**src/rtl/box_plot_control.sv**
```systemverilog
// Box plot sequencer: latches an origin and colour on start, then walks a
// BOX_W x BOX_H raster emitting clipped pixel writes with back-pressure.
module box_plot_control #(
    parameter int BOX_W     = 4,
    parameter int BOX_H     = 4,
    parameter int X_W       = 8,
    parameter int Y_W       = 7,
    parameter int COLOUR_W  = 3,
    parameter int SCREEN_W  = 160,
    parameter int SCREEN_H  = 120,
    parameter int BG_COLOUR = 0
) (
    input  logic                clk,
    input  logic                reset,
    input  logic                start,
    input  logic                erase,
    input  logic [X_W-1:0]      x_in,
    input  logic [Y_W-1:0]      y_in,
    input  logic [COLOUR_W-1:0] colour_in,
    input  logic                pix_ready,
    output logic [X_W-1:0]      x_out,
    output logic [Y_W-1:0]      y_out,
    output logic [COLOUR_W-1:0] colour_out,
    output logic                plot,
    output logic                busy,
    output logic                done
);

    localparam int CX_W = (BOX_W > 1) ? $clog2(BOX_W) : 1;
    localparam int CY_W = (BOX_H > 1) ? $clog2(BOX_H) : 1;

    localparam logic [1:0] S_IDLE = 2'd0;
    localparam logic [1:0] S_LOAD = 2'd1;
    localparam logic [1:0] S_PLOT = 2'd2;
    localparam logic [1:0] S_DONE = 2'd3;

    localparam logic [COLOUR_W-1:0] BG_C    = COLOUR_W'(BG_COLOUR);
    localparam logic [X_W:0]        SCR_W   = (X_W+1)'(SCREEN_W);
    localparam logic [Y_W:0]        SCR_H   = (Y_W+1)'(SCREEN_H);
    localparam logic [CX_W-1:0]     LAST_CX = CX_W'(BOX_W - 1);
    localparam logic [CY_W-1:0]     LAST_CY = CY_W'(BOX_H - 1);

    logic [1:0]          state_q, state_d;
    logic [X_W-1:0]      baseX_q, baseX_d;
    logic [Y_W-1:0]      baseY_q, baseY_d;
    logic [COLOUR_W-1:0] colour_q, colour_d;
    logic [CX_W-1:0]     cntX_q, cntX_d;
    logic [CY_W-1:0]     cntY_q, cntY_d;

    logic [X_W:0] sx;
    logic [Y_W:0] sy;
    logic         inPlot;
    logic         inBounds;
    logic         advance;
    logic         lastX;
    logic         lastY;

    // Sums are one bit wider so a box hanging off the right/bottom edge clips
    // instead of wrapping back onto the visible screen.
    assign sx       = {1'b0, baseX_q} + (X_W+1)'(cntX_q);
    assign sy       = {1'b0, baseY_q} + (Y_W+1)'(cntY_q);
    assign inPlot   = (state_q == S_PLOT);
    assign inBounds = (sx < SCR_W) && (sy < SCR_H);
    assign advance  = inPlot && (!inBounds || pix_ready);
    assign lastX    = (cntX_q == LAST_CX);
    assign lastY    = (cntY_q == LAST_CY);

    always_comb begin
        state_d  = state_q;
        baseX_d  = baseX_q;
        baseY_d  = baseY_q;
        colour_d = colour_q;
        cntX_d   = cntX_q;
        cntY_d   = cntY_q;
        case (state_q)
            S_IDLE: begin
                if (start) begin
                    baseX_d  = x_in;
                    baseY_d  = y_in;
                    colour_d = erase ? BG_C : colour_in;
                    state_d  = S_LOAD;
                end
            end
            S_LOAD: begin
                cntX_d  = '0;
                cntY_d  = '0;
                state_d = S_PLOT;
            end
            S_PLOT: begin
                if (advance) begin
                    if (lastX) begin
                        cntX_d = '0;
                        if (lastY) begin
                            state_d = S_DONE;
                        end else begin
                            cntY_d = cntY_q + 1'b1;
                        end
                    end else begin
                        cntX_d = cntX_q + 1'b1;
                    end
                end
            end
            S_DONE: begin
                state_d = S_IDLE;
            end
            default: begin
                state_d = S_IDLE;
            end
        endcase
    end

    always_ff @(posedge clk or posedge reset) begin
        if (reset) begin
            state_q  <= S_IDLE;
            baseX_q  <= '0;
            baseY_q  <= '0;
            colour_q <= '0;
            cntX_q   <= '0;
            cntY_q   <= '0;
        end else begin
            state_q  <= state_d;
            baseX_q  <= baseX_d;
            baseY_q  <= baseY_d;
            colour_q <= colour_d;
            cntX_q   <= cntX_d;
            cntY_q   <= cntY_d;
        end
    end

    // Outputs decode purely from registers, so an async reset zeroes them at once.
    assign x_out      = inPlot ? sx[X_W-1:0] : '0;
    assign y_out      = inPlot ? sy[Y_W-1:0] : '0;
    assign colour_out = inPlot ? colour_q : '0;
    assign plot       = inPlot && inBounds;
    assign busy       = (state_q != S_IDLE);
    assign done       = (state_q == S_DONE);

endmodule

```
**config.mk**
```make
export PLATFORM = sky130hd
export DESIGN_NAME = box_plot_control
export DESIGN_NICKNAME = d
export VERILOG_FILES = /design/src/rtl/box_plot_control.sv
export SDC_FILE = /design/constraint.sdc
export NUM_CORES = 1
export LEC_CHECK = 0
export ABC_AREA = 1
export CAP_MARGIN = 20
export CORE_ASPECT_RATIO = 1.5
export CORE_UTILIZATION = 40
export CTS_CLUSTER_SIZE = 40
export DETAILED_ROUTE_END_ITERATION = 7
export PLACE_DENSITY = 0.7
export SYNTH_ARGS = -nofsm -noshare
export SYNTH_HDL_FRONTEND = slang
export SYNTH_SLANG_ARGS = --single-unit
```
**constraint.sdc**
```tcl
create_clock -name clk -period 2.13 [get_ports clk]
set_clock_uncertainty 0.05 [all_clocks]
set_input_delay 0.426 -clock clk [delete_from_list [all_inputs] [get_ports clk]]
set_output_delay 0.426 -clock clk [all_outputs]
set_load 0.02 [all_outputs]
```
==> impl_metrics.yaml, run 1 <==
job:
  cap_violations: 0
synth:
  synth_xor_area_frac: 0.00519
  synth_cell_types: 26
  synth_edf_count: 0
  synthAdderAreaFrac: 0.105
  post-synth-top-count-cell: "nand2_1"
  synth_mux_area_frac: 0
  synth-compound-area-share: 0.0667
  synth_top_area_cell: "dfrtp_1"
  yosysWarnings: 0
  yosys.area_share.simple: 0.379
  yosysSeqAreaShare: 0.356
  synth_fp_nets: 271
  synthCells: 235
  synth_area_per_cell_sq_um: 7.19
  synthArstFlopShare: 1.00
  synth.top_cell.area_share: 0.356
  synthTopCellsByArea: "dfrtp_1 (36%), nand2_1 (18%), ha_1 (8.1%), inv_1 (6.2%), nand3_1 (5.0%)"
  synth_ff_type: "dfrtp_1"
  ys_ff_latch: 24
  yosys-top-cells-count: "nand2_1 (81), inv_1 (28), dfrtp_1 (24)"
  synth_top_family_by_area: "simple AND/OR/NAND/NOR gates"
  syn-cell-area_sq_um: 1690
placed_design:
  routabilityCongestion: 0.848
  dp.cells: 351
  io_buffers: 43
  post-dp-hpwl_um: 3140
  dpl_cell_area_sq_um: 2440
routing:
  wire_per_inst_um: 12.7
  wl_um: 4640
  routed_via_density: 4.95
  drtAntennaViolNets: 0
  dr.pass1.iters: 4
  drt_iter0_drc: 43
  vias: 1812
  drc: 0
power_and_ir_drop:
  finalPower_uw: 3500
  p_per_area_nw_per_um2: 1310
  power.leakage_uw: 0.00136
  peakVddDrop_v: 0.000928
timing:
  final_max_slew_viol_count: 0
  tightest_slew_ns: 0.334
  rsz0062_at_grt: "yes"
  setup_viol: 19
  slew_headroom: 0.778
  fmax_mhz: 378
  period_needed_ns: 2.65
  hold_viol: 0
  fin_crit_sh: 1.24
  setup_slack_ns: -0.519
floorplanning:
  die_w_um: 55.1
  dieArea_sq_um: 4490
  core-area_sq_um: 3990
  start_util: 0.423
  rows: 28
  num_io_pins: 44
  die_h_um: 81.6
cells_and_area:
  n_fill_cell: 353
  n_antenna_cell: 0
  design_area_sq_um: 2680
  stdcell_count: 366
  final_nets: 358
  area_growth_syn_to_layout_pct: 58.7
  drive_gt1_frac: 0.377
  multi_input_area_sq_um: 1080
  regArea_sq_um: 603
setup_path:
  critPathTopFamily: "simple AND/OR/NAND/NOR gates"
  critPathLaunchType: "flip-flop"
  required_ns: 1.65
  critPathKind: "flip-flop to output port"
  critPathSlowestCell: "dfrtp_1"
  cp-end-kind: "output port"
  critical_path_arrival_ns: 2.17
  slowest_delay_ns: 0.38
  crit_top_cell: "nor2_4"
  path_buf_inv: 3
  worstPathCellList: "ha_2 > inv_2 > fa_2 > inv_2 > nand3_2 > nand2_2 > nand2_4 > nor2_4 > nand2_2 > nor2_4 > nor2_4 > nand2_2 > nor2_4 > buf_6"
  critPathMaxFanout: 2
status:
  violations: "setup timing"
  status: "complete, but fails checks"
global_route:
  antenna_found_initial: 0
  grt_overflow: 0
  grt_use_met2: 0.386
  track_usage: 0.216
  met3_usage: 0.0148
  grt_max_degree: 27
  grt_pass1_vias: 1732
  grt_pass1_wl_um: 7210
  grtUsageMet1: 0.257
  gr-max-usage-layer: "met2"
clock_network:
  clkSinkCount: 24
  cts_tree: "built"
  htree_levels: 1
  clkSlewWorstSetupHoldPaths_ns: 0.09
  cts_buffer_depth: 2
  insertion_delay_ns: 0.28
  cts_root_buffer: "clkbuf_8"
  numCtsBuffers: 3
worst_hold_path:
  min_path_type: "input port to async pin"
## path summary, 6_finish.rpt
| check | cells after the start | end | start | slack, ns |
|---|---|---|---|---|
| max | 14 | plot | cntY_q[0] | -0.52 |
| min | 3 | cntY_q[1] | reset | 0.44 |
| max reg2reg | 18 | state_q[0] | cntY_q[0] | -0.32 |
| min reg2reg | 2 | colour_q[2] | colour_q[2] | 0.44 |
| max in group asynchronous | 3 | baseX_q[1] | reset | 1.32 |
| min in group clk | 2 | colour_q[2] | colour_q[2] | 0.44 |
## worst min-delay path: cells and delay by family
kind	cells	cell delay, ns
buf+inv	3	0.75
## sequential cells by signal, indices dropped and copies added (netlist names)
signal and flops:
cntY_q 2, baseX_q 8, colour_q 3, state_q 2, cntX_q 2, baseY_q 7
## final cells by class
| class | count | share of cell area |
|---|---|---|
| Multi-Input combinational cell | 172 | 0.405 |
| Timing Repair Buffer | 88 | 0.282 |
| Sequential cell | 24 | 0.225 |
| Inverter | 33 | 0.0462 |
| Tap cell | 45 | 0.0210 |
| Clock buffer | 4 | 0.0205 |
## cells by family after synthesis
family,Yosys count
AOI/OAI and AO/OA,22
DFF,24
and+or+nand+nor,136
xor gates and xnor gates,1
buffers and inverters,39
adders and majority gates,13
## layer usage
layer / wire, um / share of wire
met5: 0 / 0
met4: 157 / 0.034
met3: 125 / 0.027
met2: 2490 / 0.54
met1: 1870 / 0.40
## cells in the final DEF, fill, tap and decap left out, drive strengths merged
master and count:
nand2 89, buf 59, inv 31, dfrtp 24, clkdlybuf4s50 23, nand3 19, nor2 18, o21ai 16
ha 11, nand4 8, clkbuf 5, a21oi 4, clkdlybuf4s15 3, clkinv 2, fa 2, dlygate4sd2 2
xor2 1, a31oi 1, o22ai 1, or2 1, nor3 1
## stage by stage
step	TNS [ns]	setup slack [ns]	util	hold slack (ns)
after floorplan	-0.0530	-0.0530	-	0.391
after global placement	-3.28	-0.503	0.610	0.420
after detailed placement	-3.61	-0.551	0.610	0.425
after CTS	-2.14	-0.467	0.639	0.447
after global routing	-5.13	-0.615	0.671	0.484
final	-3.34	-0.519	0.671	0.437
## repair_timing
| action | in CTS | in global routing |
|---|---|---|
| resized for setup | 94 | 29 |
| buffers inserted | 5 | 6 |
| cloned | 0 | 0 |
| setup endpoints to repair | 24 | 24 |
| hold buffers | 0 | 0 |
| pin swaps | 17 | 17 |
## power breakdown
part	switching (uW)	internal, uW	total [uW]
Clock	157	166	323
Sequential	219	670	889
Combinational	1220	1070	2290
Total	1600	1900	3500
No activity file was read; power rests on OpenSTA's default activity.
==> run 2: changes to the inputs <==
--- a/config.mk
+++ b/config.mk
@@ -7,7 +7,6 @@
 export LEC_CHECK = 0
 export ABC_AREA = 1
 export CAP_MARGIN = 20
-export CORE_ASPECT_RATIO = 1.5
 export CORE_UTILIZATION = 40
 export CTS_CLUSTER_SIZE = 40
 export DETAILED_ROUTE_END_ITERATION = 7
==> impl_metrics.yaml, run 2 (synthesis results as in run 1) <==
clock_network:
  cts_root_buffer: "clkbuf_8"
  insertion_delay_ns: 0.27
  numCtsBuffers: 3
  clkSlewWorstSetupHoldPaths_ns: 0.09
  clkSinkCount: 24
  htree_levels: 1
  cts_tree: "built"
  cts_buffer_depth: 2
floorplanning:
  start_util: 0.419
  num_io_pins: 44
  rows: 23
  die_h_um: 67.0
  die_w_um: 67.0
  dieArea_sq_um: 4490
  core-area_sq_um: 4030
cells_and_area:
  area_growth_syn_to_layout_pct: 73.0
  final_cell_mix: "nand2_1 (67), buf_4 (44), inv_1 (25)"
  largest_reg_flops: 8
  n_fill_cell: 308
  drive_gt1_frac: 0.420
  regArea_sq_um: 601
  largest_register: "baseX_q"
  multi_input_area_sq_um: 1180
  final_nets: 368
  stdcell_count: 381
  reg.largest.list: "baseX_q (8), baseY_q (7), colour_q (3)"
  final_common_cell: "nand2_1"
  n_antenna_cell: 0
global_route:
  grt_pass1_wl_um: 7410
  track_usage: 0.221
  grt_max_degree: 27
  antenna_found_initial: 0
  grt_overflow: 0
  grt_pass1_vias: 1716
setup_path:
  critPathSlowestCell: "fa_2"
  cp-end-kind: "output port"
  r2r_start: "cntY_q[0]"
  critPathMaxFanout: 4
  required_ns: 1.65
  worstPathCellList: "ha_2 > inv_2 > fa_2 > nor2_4 > nand3_2 > nand2_2 > nand2_2 > nand2_2 > nor2_4 > nor2_4 > nand2_2 > nor2_4 > buf_6"
  path_buf_inv: 2
  critical_path_arrival_ns: 2.15
  critPathLaunchType: "flip-flop"
  critPathKind: "flip-flop to output port"
  startpoint: "cntY_q[0]"
  critPathTopFamily: "simple AND/OR/NAND/NOR gates"
  slowest_delay_ns: 0.37
power_and_ir_drop:
  peakVddDrop_v: 0.000664
  p_per_area_nw_per_um2: 1350
  power.leakage_uw: 0.00145
  finalPower_uw: 3940
routing:
  drtAntennaViolNets: 0
  routed_via_density: 4.95
  wire_per_inst_um: 13.3
  vias: 1886
  drc: 0
  wl_um: 5070
  dr.pass1.iters: 4
  drt_iter0_drc: 47
job:
  cap_violations: 0
placed_design:
  routabilityCongestion: 0.810
  io_buffers: 43
  dp.cells: 361
  post-dp-hpwl_um: 3160
  pre_cts_ws_ns: -0.617
timing:
  hold_viol: 0
  setup_viol: 16
  tightest_slew_ns: 0.336
  setup_slack_ns: -0.499
  rsz0062_at_grt: "yes"
  final_max_slew_viol_count: 0
  fmax_mhz: 380
  fin_crit_sh: 1.23
  slew_headroom: 0.776
  period_needed_ns: 2.63
  whs_ns: 0.451
worst_hold_path:
  min_path_type: "input port to async pin"
status:
  violations: "setup timing"
  status: "complete, but fails checks"
run 2: final cells by class:
cell class                 instances  area share
clock buffer                       3      0.0141
clock inverter                     1      0.0103
inverter                          33      0.0424
multi-input combinational        172       0.402
sequential                        24       0.205
tap                               50      0.0214
timing repair buffer              98       0.304
run 2: path summary, 6_finish.rpt:
path | to | slack, ns | cells after the start
max in group asynchronous | baseY_q[6] | 1.32 | 3
max | plot | -0.50 | 13
min | state_q[1] | 0.45 | 3
min reg2reg | colour_q[1] | 0.45 | 2
max reg2reg | cntY_q[1] | -0.16 | 17
min in group clk | colour_q[1] | 0.45 | 2
run 2: where the power goes:
| part | switching (uW) | internal [uW] | total [uW] |
|---|---|---|---|
| Clock | 167 | 252 | 418 |
| Combinational | 1390 | 1240 | 2630 |
| Sequential | 217 | 666 | 883 |
run 2: per-layer routing:
metal | GRT usage | share of wire | up-vias
li1 | - | - | 934
met5 | 0 | 0 | -
met1 | 0.253 | 0.42 | 894
met2 | 0.414 | 0.53 | 48
met3 | 0.0240 | 0.036 | 10
met4 | 0.0798 | 0.020 | 0
run 2: stage by stage:
stage / setup TNS (ns) / instance area [sq um] / utilization
3_3_place_gp: -3.71 / 2480 / 0.616
2_1_floorplan: -0.0530 / 1710 / -
6_report: -3.00 / 2920 / 0.725
5_1_grt: -4.57 / 2920 / 0.725
4_1_cts: -2.00 / 2650 / 0.659
3_5_place_dp: -4.27 / 2480 / 0.616
run 2: what timing repair did:
item                                   4_1_cts  5_1_grt
pin swaps                                   11       22
gates resized for setup                    103       60
setup endpoints to repair                   24       24
gates cloned                                 0        0
buffers inserted                             8       15
hold buffers                                 0        0
endpoints found under the hold margin        0        0
run 2: tightest hold or removal path, cell delays in order:
cell	delay (ns)
clkdlybuf4s50_1	0.40
inv_1	0.05
buf_4	0.31
==> run 3: changes to the inputs <==
--- a/config.mk
+++ b/config.mk
@@ -10,7 +10,9 @@
 export CORE_UTILIZATION = 40
 export CTS_CLUSTER_SIZE = 40
 export DETAILED_ROUTE_END_ITERATION = 7
+export GPL_TIMING_DRIVEN = 0
 export PLACE_DENSITY = 0.7
+export REMOVE_ABC_BUFFERS = 1
 export SYNTH_ARGS = -nofsm -noshare
 export SYNTH_HDL_FRONTEND = slang
 export SYNTH_SLANG_ARGS = --single-unit
==> impl_metrics.yaml, run 3 (synthesis results as in run 1) <==
status:
  status: "complete, but fails checks"
  violations: "setup timing"
global_route:
  track_usage: 0.189
  grt_pass1_vias: 1531
  antenna_found_initial: 0
  grt_pass1_wl_um: 6370
  grt_overflow: 0
  grt_max_degree: 27
cells_and_area:
  final_cell_mix: "nand2_1 (69), buf_4 (25), inv_1 (24), dfrtp_1 (24), clkdlybuf4s50_1 (23)"
  final_common_cell: "nand2_1"
  final_util: 0.638
  area_growth_syn_to_layout_pct: 52.1
  largest_register: "baseX_q"
  largest_reg_flops: 8
  n_antenna_cell: 0
  final_nets: 335
  reg.largest.list: "baseX_q (8), baseY_q (7), colour_q (3)"
  drive_gt1_frac: 0.342
  n_fill_cell: 346
floorplanning:
  num_io_pins: 44
  rows: 23
  dieArea_sq_um: 4490
  core-area_sq_um: 4030
  die_h_um: 67.0
  start_util: 0.419
  die_w_um: 67.0
routing:
  wl_met2_um: 2110
  drt_iter0_drc: 72
  drtAntennaViolNets: 0
  vias: 1734
  routed_via_density: 4.98
  drc: 0
  wl_met3_um: 159
  wl_um: 4200
  drt-met1-wl_um: 1860
  top_layer: "met4"
  wire_per_inst_um: 12.1
  dr.pass1.iters: 4
worst_hold_path:
  min_path_type: "flip-flop to flip-flop"
power_and_ir_drop:
  p_int_uw: 1750
  p_per_area_nw_per_um2: 1300
  p_comb_frac: 0.631
  switching_share: 0.476
  pwr-share-clk: 0.096
  power.leakage_uw: 0.00126
  p_switching_uw: 1590
  power_frac_seq: 0.273
  peakVddDrop_v: 0.000571
clock_network:
  cts_root_buffer: "clkbuf_8"
  htree_levels: 1
  insertion_delay_ns: 0.27
  numCtsBuffers: 3
  cts_tree: "built"
  clkSinkCount: 24
  clkSlewWorstSetupHoldPaths_ns: 0.09
  cts_buffer_depth: 2
timing:
  rsz0062_at_grt: "yes"
  hold_viol: 0
  setup_viol: 10
  setup_slack_ns: -0.534
  setup_tns_ns: -1.69
  fmax_mhz: 375
  fin_crit_sh: 1.25
  slew_headroom: 0.354
  period_needed_ns: 2.66
  final_max_slew_viol_count: 0
  tightest_slew_ns: 0.968
placed_design:
  io_buffers: 43
  post-dp-hpwl_um: 2710
  routabilityCongestion: 0.822
job:
  cap_violations: 0
setup_path:
  required_ns: 1.65
  critPathMaxFanout: 4
  critPathKind: "flip-flop to output port"
  critical_path_arrival_ns: 2.19
  critPathLaunchType: "flip-flop"
  cp-end-kind: "output port"
-- run 3: cell count changes in the layout (fill, tap and decap cells not counted), moves of 2 or more --
cell      change
buf_4        -19
buf_6        -14
buf_2         +4
clkbuf_2      -4
nand2_2       -3
a21oi_2       +2
ha_4          +2
nand2_1       +2
nand3_1       +2
nand3_2       -2
nor2_1        +2
nor2_4        -2
-- run 3: through the flow --
step,hold WS [ns],std cells,setup WS [ns],area (sq um),total power [uW]
after floorplan,0.391,229,-0.234,1660,1930
after global routing,0.470,348,-0.630,2570,3620
after detailed placement,0.425,322,-0.824,2160,2480
after CTS,0.448,341,-0.496,2340,2990
final,0.443,348,-0.534,2570,3340
after global placement,0.416,322,-0.815,2160,2430
-- run 3: per-layer routing --
metal | vias up | global-route usage
li1 | 870 | -
met1 | 814 | 0.230
met2 | 43 | 0.326
met3 | 7 | 0.0325
met4 | 0 | 0.0745
met5 | - | 0
-- run 3: cell type report --
class                      count  area, sq um  area share
inverter                      33          129      0.0501
tap                           50         62.6      0.0243
sequential                    24          601       0.234
multi-input combinational    172         1150       0.446
clock buffer                   4         55.1      0.0214
timing repair buffer          65          577       0.224
-- run 3: power groups by stage --
stage                     logic, uW  clock network (uW)  registers (uW)
after global routing           2340                 350             938
final                          2100                 321             911
after global placement         1550                   0             887
after CTS                      1790                 327             873
after floorplan                1080                   0             843
after detailed placement       1590                   0             891
-- run 3: what timing repair did --
item,CTS,global route
resized for setup,95,53
gates cloned,0,0
setup endpoints to repair,37,25
endpoints found under the hold margin,0,0
hold buffers,0,0
pin swaps,6,16
buffers inserted,15,7
-- run 3: worst paths after layout --
check,startpoint,end,slack [ns],cells past startpoint
min reg2reg,colour_q[2],colour_q[2],0.44,2
min in group asynchronous,reset,baseX_q[1],0.62,2
max,baseY_q[0],plot,-0.53,13
max in group asynchronous,reset,cntY_q[1],0.82,2
max reg2reg,baseY_q[0],state_q[0],0.06,13
min,colour_q[2],colour_q[2],0.44,2
-- run 3: worst max-delay path, stage by stage, from the launching register on --
cell and delay (ns):
dfrtp_1 0.41, ha_4 0.16, inv_2 0.04, fa_2 0.39
nor2_4 0.17, nand2_1 0.09, nand2_2 0.10, nor2_4 0.05
nand2_2 0.07, nor2_4 0.04, nor2_4 0.11, nand2_2 0.08
nor2_4 0.09, buf_6 0.12
